File: src/rtl/ctrl_pkg.sv
// ---------------------------------------------------------------------------
// ctrl_pkg
//   Shared definitions for the multi-cycle MIPS-subset controller:
//   FSM state encoding, opcode/funct constants, ALU / extender / mux select
//   codes and the bundled control-word struct passed from the decoder to the
//   top level.
// ---------------------------------------------------------------------------
package ctrl_pkg;

    typedef enum logic [3:0] {
        FETCH    = 4'd0,
        DECODE   = 4'd1,
        EXEC_R   = 4'd2,
        WB_R     = 4'd3,
        EXEC_I   = 4'd4,
        WB_I     = 4'd5,
        MEM_ADDR = 4'd6,
        MEM_RD   = 4'd7,
        WB_MEM   = 4'd8,
        MEM_WR   = 4'd9,
        BRANCH   = 4'd10,
        JUMP     = 4'd11,
        TRAP     = 4'd12
    } state_t;

    localparam logic [5:0] OP_RTYPE = 6'b000000;
    localparam logic [5:0] OP_ORI   = 6'b001101;
    localparam logic [5:0] OP_LUI   = 6'b001111;
    localparam logic [5:0] OP_LW    = 6'b100011;
    localparam logic [5:0] OP_SW    = 6'b101011;
    localparam logic [5:0] OP_BEQ   = 6'b000100;
    localparam logic [5:0] OP_J     = 6'b000010;

    localparam logic [5:0] FN_ADDU  = 6'b100001;
    localparam logic [5:0] FN_SUBU  = 6'b100011;

    localparam logic [2:0] ALU_ADD  = 3'b001;
    localparam logic [2:0] ALU_SUB  = 3'b100;
    localparam logic [2:0] ALU_OR   = 3'b110;
    localparam logic [2:0] ALU_LUI  = 3'b111;

    localparam logic [1:0] EXT_SIGN  = 2'b00;
    localparam logic [1:0] EXT_ZERO  = 2'b01;
    localparam logic [1:0] EXT_UPPER = 2'b10;

    localparam logic [1:0] SRCB_RT     = 2'b00;
    localparam logic [1:0] SRCB_FOUR   = 2'b01;
    localparam logic [1:0] SRCB_IMM    = 2'b10;
    localparam logic [1:0] SRCB_BRANCH = 2'b11;

    localparam logic [1:0] PCSRC_ALU    = 2'b00;
    localparam logic [1:0] PCSRC_ALUOUT = 2'b01;
    localparam logic [1:0] PCSRC_JUMP   = 2'b10;

    typedef struct packed {
        logic       pcwr;
        logic       pcwrcond;
        logic       iord;
        logic       memr;
        logic       memw;
        logic       irwr;
        logic       mem2r;
        logic       regdst;
        logic       regw;
        logic       alusrca;
        logic [1:0] alusrcb;
        logic [1:0] pcsrc;
        logic [1:0] extop;
        logic [2:0] aluctrl;
    } ctrl_t;

    function automatic logic is_legal_rtype(input logic [5:0] fn);
        return (fn == FN_ADDU) || (fn == FN_SUBU);
    endfunction

endpackage

File: src/rtl/ctrl_decode.sv
// ---------------------------------------------------------------------------
// ctrl_decode
//   Purely combinational control-word decode for the multi-cycle controller.
//   Ports:
//     state     in  current FSM state
//     OpCode    in  IR[31:26]
//     funct     in  IR[5:0]
//     mem_ready in  memory handshake (qualifies the FETCH PC/IR writes)
//     ctrl      out bundled strobes and mux/ALU/extender selects
// ---------------------------------------------------------------------------
module ctrl_decode
    import ctrl_pkg::*;
(
    input  state_t     state,
    input  logic [5:0] OpCode,
    input  logic [5:0] funct,
    input  logic       mem_ready,
    output ctrl_t      ctrl
);

    always_comb begin
        ctrl = '0;
        case (state)
            FETCH: begin
                ctrl.memr    = 1'b1;
                ctrl.alusrcb = SRCB_FOUR;
                ctrl.aluctrl = ALU_ADD;
                ctrl.pcsrc   = PCSRC_ALU;
                // PC+4 and IR are only committed on the cycle memory delivers
                ctrl.pcwr    = mem_ready;
                ctrl.irwr    = mem_ready;
            end
            DECODE: begin
                // speculative branch target into ALUOut
                ctrl.alusrcb = SRCB_BRANCH;
                ctrl.aluctrl = ALU_ADD;
                ctrl.extop   = EXT_SIGN;
            end
            EXEC_R: begin
                ctrl.alusrca = 1'b1;
                ctrl.alusrcb = SRCB_RT;
                ctrl.aluctrl = (funct == FN_SUBU) ? ALU_SUB : ALU_ADD;
            end
            WB_R: begin
                ctrl.regdst = 1'b1;
                ctrl.regw   = 1'b1;
            end
            EXEC_I, WB_I: begin
                // extender and ALU op stay valid through write-back
                if (OpCode == OP_LUI) begin
                    ctrl.extop   = EXT_UPPER;
                    ctrl.aluctrl = ALU_LUI;
                end else begin
                    ctrl.extop   = EXT_ZERO;
                    ctrl.aluctrl = ALU_OR;
                end
                if (state == EXEC_I) begin
                    ctrl.alusrca = 1'b1;
                    ctrl.alusrcb = SRCB_IMM;
                end else begin
                    ctrl.regw    = 1'b1;
                end
            end
            MEM_ADDR: begin
                ctrl.alusrca = 1'b1;
                ctrl.alusrcb = SRCB_IMM;
                ctrl.extop   = EXT_SIGN;
                ctrl.aluctrl = ALU_ADD;
            end
            MEM_RD: begin
                ctrl.memr = 1'b1;
                ctrl.iord = 1'b1;
            end
            WB_MEM: begin
                ctrl.regw  = 1'b1;
                ctrl.mem2r = 1'b1;
            end
            MEM_WR: begin
                ctrl.memw = 1'b1;
                ctrl.iord = 1'b1;
            end
            BRANCH: begin
                ctrl.alusrca  = 1'b1;
                ctrl.alusrcb  = SRCB_RT;
                ctrl.aluctrl  = ALU_SUB;
                ctrl.pcwrcond = 1'b1;
                ctrl.pcsrc    = PCSRC_ALUOUT;
            end
            JUMP: begin
                ctrl.pcwr  = 1'b1;
                ctrl.pcsrc = PCSRC_JUMP;
            end
            default: ctrl = '0;
        endcase
    end

endmodule

File: src/rtl/multicycle_ctrl.sv
// ---------------------------------------------------------------------------
// multicycle_ctrl
//   Multi-cycle controller FSM for the MIPS-subset datapath. Sequences
//   FETCH/DECODE/EXEC/MEM/WB, waits on the memory ready handshake, traps on
//   illegal opcodes and counts retired instructions.
//   Ports:
//     clk, rst_n            clock / async active-low reset
//     OpCode, funct         instruction fields from IR
//     zero                  ALU zero flag (consumed by the datapath PC gate)
//     mem_ready             current MemR/MemW access completes this cycle
//     PCWr..Aluctrl         datapath strobes and selects
//     illegal               sticky illegal-opcode flag
//     retired               completed-instruction count (wraps)
//     state                 current FSM state (debug)
// ---------------------------------------------------------------------------
module multicycle_ctrl
    import ctrl_pkg::*;
#(
    parameter int unsigned CNT_W = 32
) (
    input  logic             clk,
    input  logic             rst_n,
    input  logic [5:0]       OpCode,
    input  logic [5:0]       funct,
    input  logic             zero,
    input  logic             mem_ready,
    output logic             PCWr,
    output logic             PCWrCond,
    output logic             IorD,
    output logic             MemR,
    output logic             MemW,
    output logic             IRWr,
    output logic             Mem2R,
    output logic             RegDst,
    output logic             RegW,
    output logic             AluSrcA,
    output logic [1:0]       AluSrcB,
    output logic [1:0]       PCSrc,
    output logic [1:0]       ExtOp,
    output logic [2:0]       Aluctrl,
    output logic             illegal,
    output logic [CNT_W-1:0] retired,
    output logic [3:0]       state
);

    state_t           state_q, state_d;
    ctrl_t            dec_ctrl, out_ctrl;
    logic             illegal_q;
    logic [CNT_W-1:0] retired_q;
    logic             retire;

    // The branch decision is made in the datapath from PCWrCond & zero.
    logic unused_zero;
    assign unused_zero = zero;

    ctrl_decode u_decode (
        .state     (state_q),
        .OpCode    (OpCode),
        .funct     (funct),
        .mem_ready (mem_ready),
        .ctrl      (dec_ctrl)
    );

    // Squash outputs while reset is held so a memory access aborts at once.
    always_comb begin
        out_ctrl = dec_ctrl;
        if (!rst_n) begin
            out_ctrl = '0;
        end
    end

    always_comb begin
        state_d = FETCH;
        case (state_q)
            FETCH:    state_d = mem_ready ? DECODE : FETCH;
            DECODE: begin
                case (OpCode)
                    OP_RTYPE:      state_d = is_legal_rtype(funct) ? EXEC_R : TRAP;
                    OP_ORI, OP_LUI: state_d = EXEC_I;
                    OP_LW, OP_SW:  state_d = MEM_ADDR;
                    OP_BEQ:        state_d = BRANCH;
                    OP_J:          state_d = JUMP;
                    default:       state_d = TRAP;
                endcase
            end
            EXEC_R:   state_d = WB_R;
            EXEC_I:   state_d = WB_I;
            MEM_ADDR: state_d = (OpCode == OP_SW) ? MEM_WR : MEM_RD;
            MEM_RD:   state_d = mem_ready ? WB_MEM : MEM_RD;
            MEM_WR:   state_d = mem_ready ? FETCH : MEM_WR;
            TRAP:     state_d = TRAP;
            default:  state_d = FETCH;
        endcase
    end

    always_comb begin
        retire = 1'b0;
        case (state_q)
            WB_R, WB_I, WB_MEM, BRANCH, JUMP: retire = 1'b1;
            MEM_WR:                           retire = mem_ready;
            default:                          retire = 1'b0;
        endcase
    end

    always_ff @(posedge clk or negedge rst_n) begin
        if (!rst_n) begin
            state_q   <= FETCH;
            illegal_q <= 1'b0;
            retired_q <= '0;
        end else begin
            state_q   <= state_d;
            illegal_q <= illegal_q | (state_d == TRAP);
            if (retire) begin
                retired_q <= retired_q + CNT_W'(1);
            end
        end
    end

    assign PCWr     = out_ctrl.pcwr;
    assign PCWrCond = out_ctrl.pcwrcond;
    assign IorD     = out_ctrl.iord;
    assign MemR     = out_ctrl.memr;
    assign MemW     = out_ctrl.memw;
    assign IRWr     = out_ctrl.irwr;
    assign Mem2R    = out_ctrl.mem2r;
    assign RegDst   = out_ctrl.regdst;
    assign RegW     = out_ctrl.regw;
    assign AluSrcA  = out_ctrl.alusrca;
    assign AluSrcB  = out_ctrl.alusrcb;
    assign PCSrc    = out_ctrl.pcsrc;
    assign ExtOp    = out_ctrl.extop;
    assign Aluctrl  = out_ctrl.aluctrl;
    assign illegal  = illegal_q;
    assign retired  = retired_q;
    assign state    = state_q;

endmodule
File: config.mk
export PLATFORM = sky130hd
export DESIGN_NAME = multicycle_ctrl
export DESIGN_NICKNAME = d
export VERILOG_FILES = /design/src/rtl/ctrl_pkg.sv /design/src/rtl/ctrl_decode.sv /design/src/rtl/multicycle_ctrl.sv
export SDC_FILE = /design/constraint.sdc
export NUM_CORES = 1
export LEC_CHECK = 0
export CAP_MARGIN = 20
export CORE_MARGIN = 3
export CORE_UTILIZATION = 50
export CTS_BUF_LIST = sky130_fd_sc_hd__clkbuf_16
export DETAILED_ROUTE_END_ITERATION = 12
export PLACE_DENSITY = 0.9
export SLEW_MARGIN = 30
export SYNTH_ARGS = -nofsm -noshare
export SYNTH_HDL_FRONTEND = slang
export SYNTH_SLANG_ARGS = --single-unit
File: constraint.sdc
create_clock -name clk -period 4.6 [get_ports clk]
set_clock_uncertainty 0.1 [all_clocks]
set_input_delay 0.92 -clock clk [delete_from_list [all_inputs] [get_ports clk]]
set_output_delay 0.92 -clock clk [all_outputs]
set_load 0.01 [all_outputs]
* Word level (Yosys, flattened, before mapping)
Index checks and enable logic that the tools add are counted.
Storage, ports and cells: bits of input ports 16, memory bits (writable) 0, memories kept 0, logic and storage cells 65, bits in registers 37, latch bits 0, ROM bits 0
Cells by class: reductions and logical operators 12, multiply operators 0, magnitude comparators 0, multiplexer cells 27, eq/ne operators 21, bitwise gates (word level) 1, shift-type cells 0, div/mod/pow operators 0, $add $sub $neg 1
Operator list (count):
- adder 32 x 1 -> 32 bit, second input constant | 1
- one-hot mux 4 bit (8 select lines) | 1
- == test 4 bit, second input constant | 6
- == test 6 bit, second input constant | 4
- one-hot mux 4 bit (5 select lines) | 1
- 2-to-1 mux 19 bit | 1
- == test 4 x 3 -> 1 bit, second input constant | 4
- 2-to-1 mux 4 bit | 4
- == test 6 x 4 -> 1 bit, second input constant | 2
- one-hot mux 3 bit (4 select lines) | 1
- OR reduction 2 bit | 6
- 2-to-1 mux 1 bit | 9
- == test 4 x 2 -> 1 bit, second input constant | 2
- one-hot mux 1 bit (2 select lines) | 4
- one-hot mux 2 bit (4 select lines) | 1
- == test 6 x 2 -> 1 bit, second input constant | 1
- == test 6 x 3 -> 1 bit, second input constant | 1
- zero test 6 bit | 1
- 2-to-1 mux 3 bit | 2
- OR reduction 3 bit | 2
- 2-to-1 mux 5 bit | 1
- OR reduction 5 bit | 1
- == test 4 x 1 -> 1 bit, second input constant | 1
- zero test 4 bit | 1
- other kinds (4) | 4

* Longest topological paths before layout
depth after elaboration 7, mapped depth 7, gate-level depth less buffers 5

* Hierarchy
A second synthesis with hierarchy kept.
Unflattened totals: cells, all modules 259, area, all modules 2418.6 sq um
Modules (own cells, without submodules):
- multicycle_ctrl | instances 1, cells an instance 212, area each 2108.3 sq um, sequential area each 925.9 sq um
- ctrl_decode | instances 1, cells an instance 47, area each 310.3 sq um, sequential area each 0.0 sq um

* Least setup slack after synthesis
OpenSTA, ideal clock, no wires.
path kind input-to-output, start in funct[3], end out Aluctrl[2], data arrival time 1862 ps, data required time 3580 ps, slack 1718 ps, stages 5, cell sequence nor4b_1 > and2_1 > a21oi_1 > nor3_1 > o21a_1
Between the ends: cells in the longest elaborated chain, start to end 4
RTL lines:
- start, declared | RTL line multicycle_ctrl.sv:24 | input logic [5:0] funct,
- == test 6 bit | RTL line ctrl_decode.sv:42 | ctrl.aluctrl = (funct == FN_SUBU) ? ALU_SUB : ALU_ADD;
- 2-to-1 mux 3 bit | RTL line ctrl_decode.sv:42
- one-hot mux 3 bit (4 select lines) | RTL line ctrl_decode.sv:23 | case (state)
- 2-to-1 mux 19 bit | RTL line multicycle_ctrl.sv:67 | if (!rst_n) begin
- end, declared | RTL line multicycle_ctrl.sv:40 | output logic [2:0] Aluctrl,
Every way passes these cells.

* Worst setup path in the final report
Same ends and word-level chain as after synthesis.

==> flow_summary.json <==
{
  "status": "finished, final reports clean",
  "cts_sinks": 37,
  "area_delta_synth_final_pct": 39.6,
  "synthFlopType": "dfrtp_1",
  "hpwlAfterDp_mm": 4.09,
  "htreeDepth": 2,
  "antenna_cells": 0,
  "placed_area_sq_um": 2910,
  "synth_area_leaders": "dfrtp_1 (42%), xnor2_1 (7.2%), xor2_1 (5.6%), nand2_1 (4.5%), nand3_1 (2.7%)",
  "period_minus_slack_ns": 3.94,
  "period_share_pct": 85.7,
  "relSlewSlack_pct": 52.1,
  "p_leak_nw": 1.20,
  "cp-start-kind": "input port",
  "yosysTopAreaCell": "dfrtp_1",
  "hold_path.class": "register to register",
  "wl_mm": 5.55,
  "drt_iter0_drc": 208,
  "arrival_ns": 2.92,
  "dr.pass1.iters": 4,
  "syn_nets": 257,
  "slew_violations": 0,
  "min_to": "retired[31]",
  "ios": 72,
  "antenna_left": 0,
  "final_area_sq_um": 3050,
  "grt_max_degree": 41,
  "cts_inserted_buffers": 5,
  "ys_types": 50,
  "cts.repair.resized": 0,
  "wl_per_cell_um": 15.4,
  "synth-edff-count": 0,
  "insertion_delay_ns": 0.28,
  "first_global_vias": 1912,
  "yosys_warnings": 0,
  "grt_remaining_overflow": 0,
  "ff2ff_path_depth": 5,
  "yosysMostFrequentCell": "dfrtp_1",
  "whs_path_depth": 1,
  "reg2reg_slack_ns": 2.00,
  "final_util_pct": 74.1,
  "gp_congestion": 0.824,
  "finalSetupViolCount": 0,
  "timing.final.hold_violations": 0,
  "required_ns": 3.58,
  "reg2reg_to": "retired[26]",
  "synth_top_cell_area_share_pct": 42.4,
  "syn_avg_cell_area_sq_um": 9.11,
  "viasPerCell": 5.71,
  "rsz0062_at_grt": "no",
  "ys_top_cells_by_count": "dfrtp_1 (37), nand2_1 (26), xnor2_1 (18), nor2_1 (16), xor2_1 (14)",
  "clkTransAtPathRegs_ns": 0.05,
  "drive_above_1_share_pct": 8.06,
  "final_nets": 326,
  "hold_buffers": 0,
  "tightest_slew_ns": 0.718,
  "cp_max_fo": 3,
  "ys_seq_elements": 37,
  "antenna_found_initial": 0,
  "cts_tree": "yes",
  "syn_inst": 240,
  "r2r_start": "state[2]",
  "num_vias": 2054,
  "die_h_um": 72.1,
  "grt_pass1_wl_mm": 9.14,
  "port_buffers": 70,
  "tns_ns": 0,
  "ys_seq_area_share_pct": 42.4,
  "grt_usage_pct": 22.4,
  "syn_area_sq_um": 2190,
  "post-route-drc-count": 0,
  "cts_buffer_depth": 2,
  "drv_cap": 0,
  "max_freq_ghz": 0.254,
  "ir_drop_mv": 0.422,
  "end_kind": "output pin",
  "clockRootBuffer": "clkbuf_16",
  "die_x_um": 72.1,
  "critPathKind": "input port to output pin",
  "synth-async-reset-ratio_pct": 100,
  "hold_start": "retired[31]",
  "core_sq_um": 4120,
  "rows": 23,
  "cts_setup_buffers": 0,
  "initial_core_util_pct": 53.1,
  "power_density_nw_per_um2": 402,
  "die-area_sq_um": 5200
}
==> layer usage <==
layer / part of all wire [%] / wire length, um / vias to the layer above / global-route usage [%]
met3: 6.8 / 379 / 7 / 5.68
met4: 1.4 / 76 / 0 / 6.68
met5: 0 / 0 / - / 0
li1: - / - / 978 / -
met1: 42 / 2310 / 995 / 29.5
met2: 50 / 2790 / 74 / 36.3
==> layout make-up <==
class	instances	area [sq um]
inverters	12	45.0
fillers	293	1060
well taps	50	62.6
flip-flops and latches	37	926
clock buffers	5	125
clock inverters	3	13.8
repair buffers	71	703
multi-input cells	182	1170
==> cell families after synthesis <==
kind of cell	share of synthesized area, %
mux	0.515
buf+inv	3.89
compound gates	10.5
simple gates	29.3
xor+xnor	12.8
fa+ha+maj	0.572
flops	42.4
==> cell usage in the layout (no fill, tap or decap), types with 2 or more instances in the layout <==
cell type        instances
clkdlybuf4s50_1         69
inv_1                   13
nand4_1                  8
a211o_1                  3
a31oi_1                  2
nand3_1                 12
nand4b_1                 2
nor2_1                  16
and3_2                   2
xor2_1                  14
clkinv_2                 2
dfrtp_1                 37
xnor2_1                 18
nand2b_1                 4
nor3_1                  11
nor4_1                   3
nor3b_1                  2
nand2_1                 26
o21ai_0                  5
or2_2                    3
a21oi_1                  7
nor2b_1                  5
o31ai_1                  2
nor3_2                   2
and2b_2                  3
and2_1                   4
clkbuf_16                5
and3_1                   7
==> worst max path at each step <==
| stage | from | end | depth (start not counted) | slack, ns |
|---|---|---|---|---|
| floorplan | funct[3] | Aluctrl[2] | 5 | 1.72 |
| global placement | funct[3] | Aluctrl[2] | 7 | 0.69 |
| detailed placement | funct[3] | Aluctrl[2] | 7 | 0.67 |
| CTS | funct[3] | Aluctrl[2] | 7 | 0.66 |
| global route | funct[3] | Aluctrl[2] | 7 | 0.56 |
| finish | funct[3] | Aluctrl[2] | 7 | 0.66 |
==> flip-flops by register name (all words and copies together) (netlist names) <==
| signal | cells |
|---|---|
| state | 4 |
| illegal | 1 |
| retired | 32 |
==> per-stage QoR <==
| step | setup WS (ns) | power (mW) | cells | hold WS [ns] |
|---|---|---|---|---|
| 2_1_floorplan | 1.72 | 0.697 | 240 | 0.403 |
| 3_3_place_gp | 0.686 | 0.893 | 352 | 0.358 |
| 3_5_place_dp | 0.668 | 0.906 | 352 | 0.362 |
| 4_1_cts | 0.665 | 1.23 | 360 | 0.372 |
| 5_1_grt | 0.562 | 1.30 | 360 | 0.404 |
| 6_report | 0.660 | 1.22 | 360 | 0.368 |
==> power breakdown <==
| group | internal [mW] | switching [mW] | leakage, nW |
|---|---|---|---|
| sequential | 0.366 | 0.0949 | 0.451 |
| combinational | 0.235 | 0.212 | 0.672 |
| clock | 0.196 | 0.121 | 0.0748 |
| total | 0.797 | 0.427 | 1.20 |
==> worst max-delay path, cell delays in order <==
cell,delay [ns]
clkdlybuf4s50_1,0.40
nor4b_1,0.47
and2_1,0.22
a21oi_1,0.08
nor3_1,0.15
o21a_1,0.13
clkdlybuf4s50_1,0.54
No activity file was read; power rests on OpenSTA's default activity.
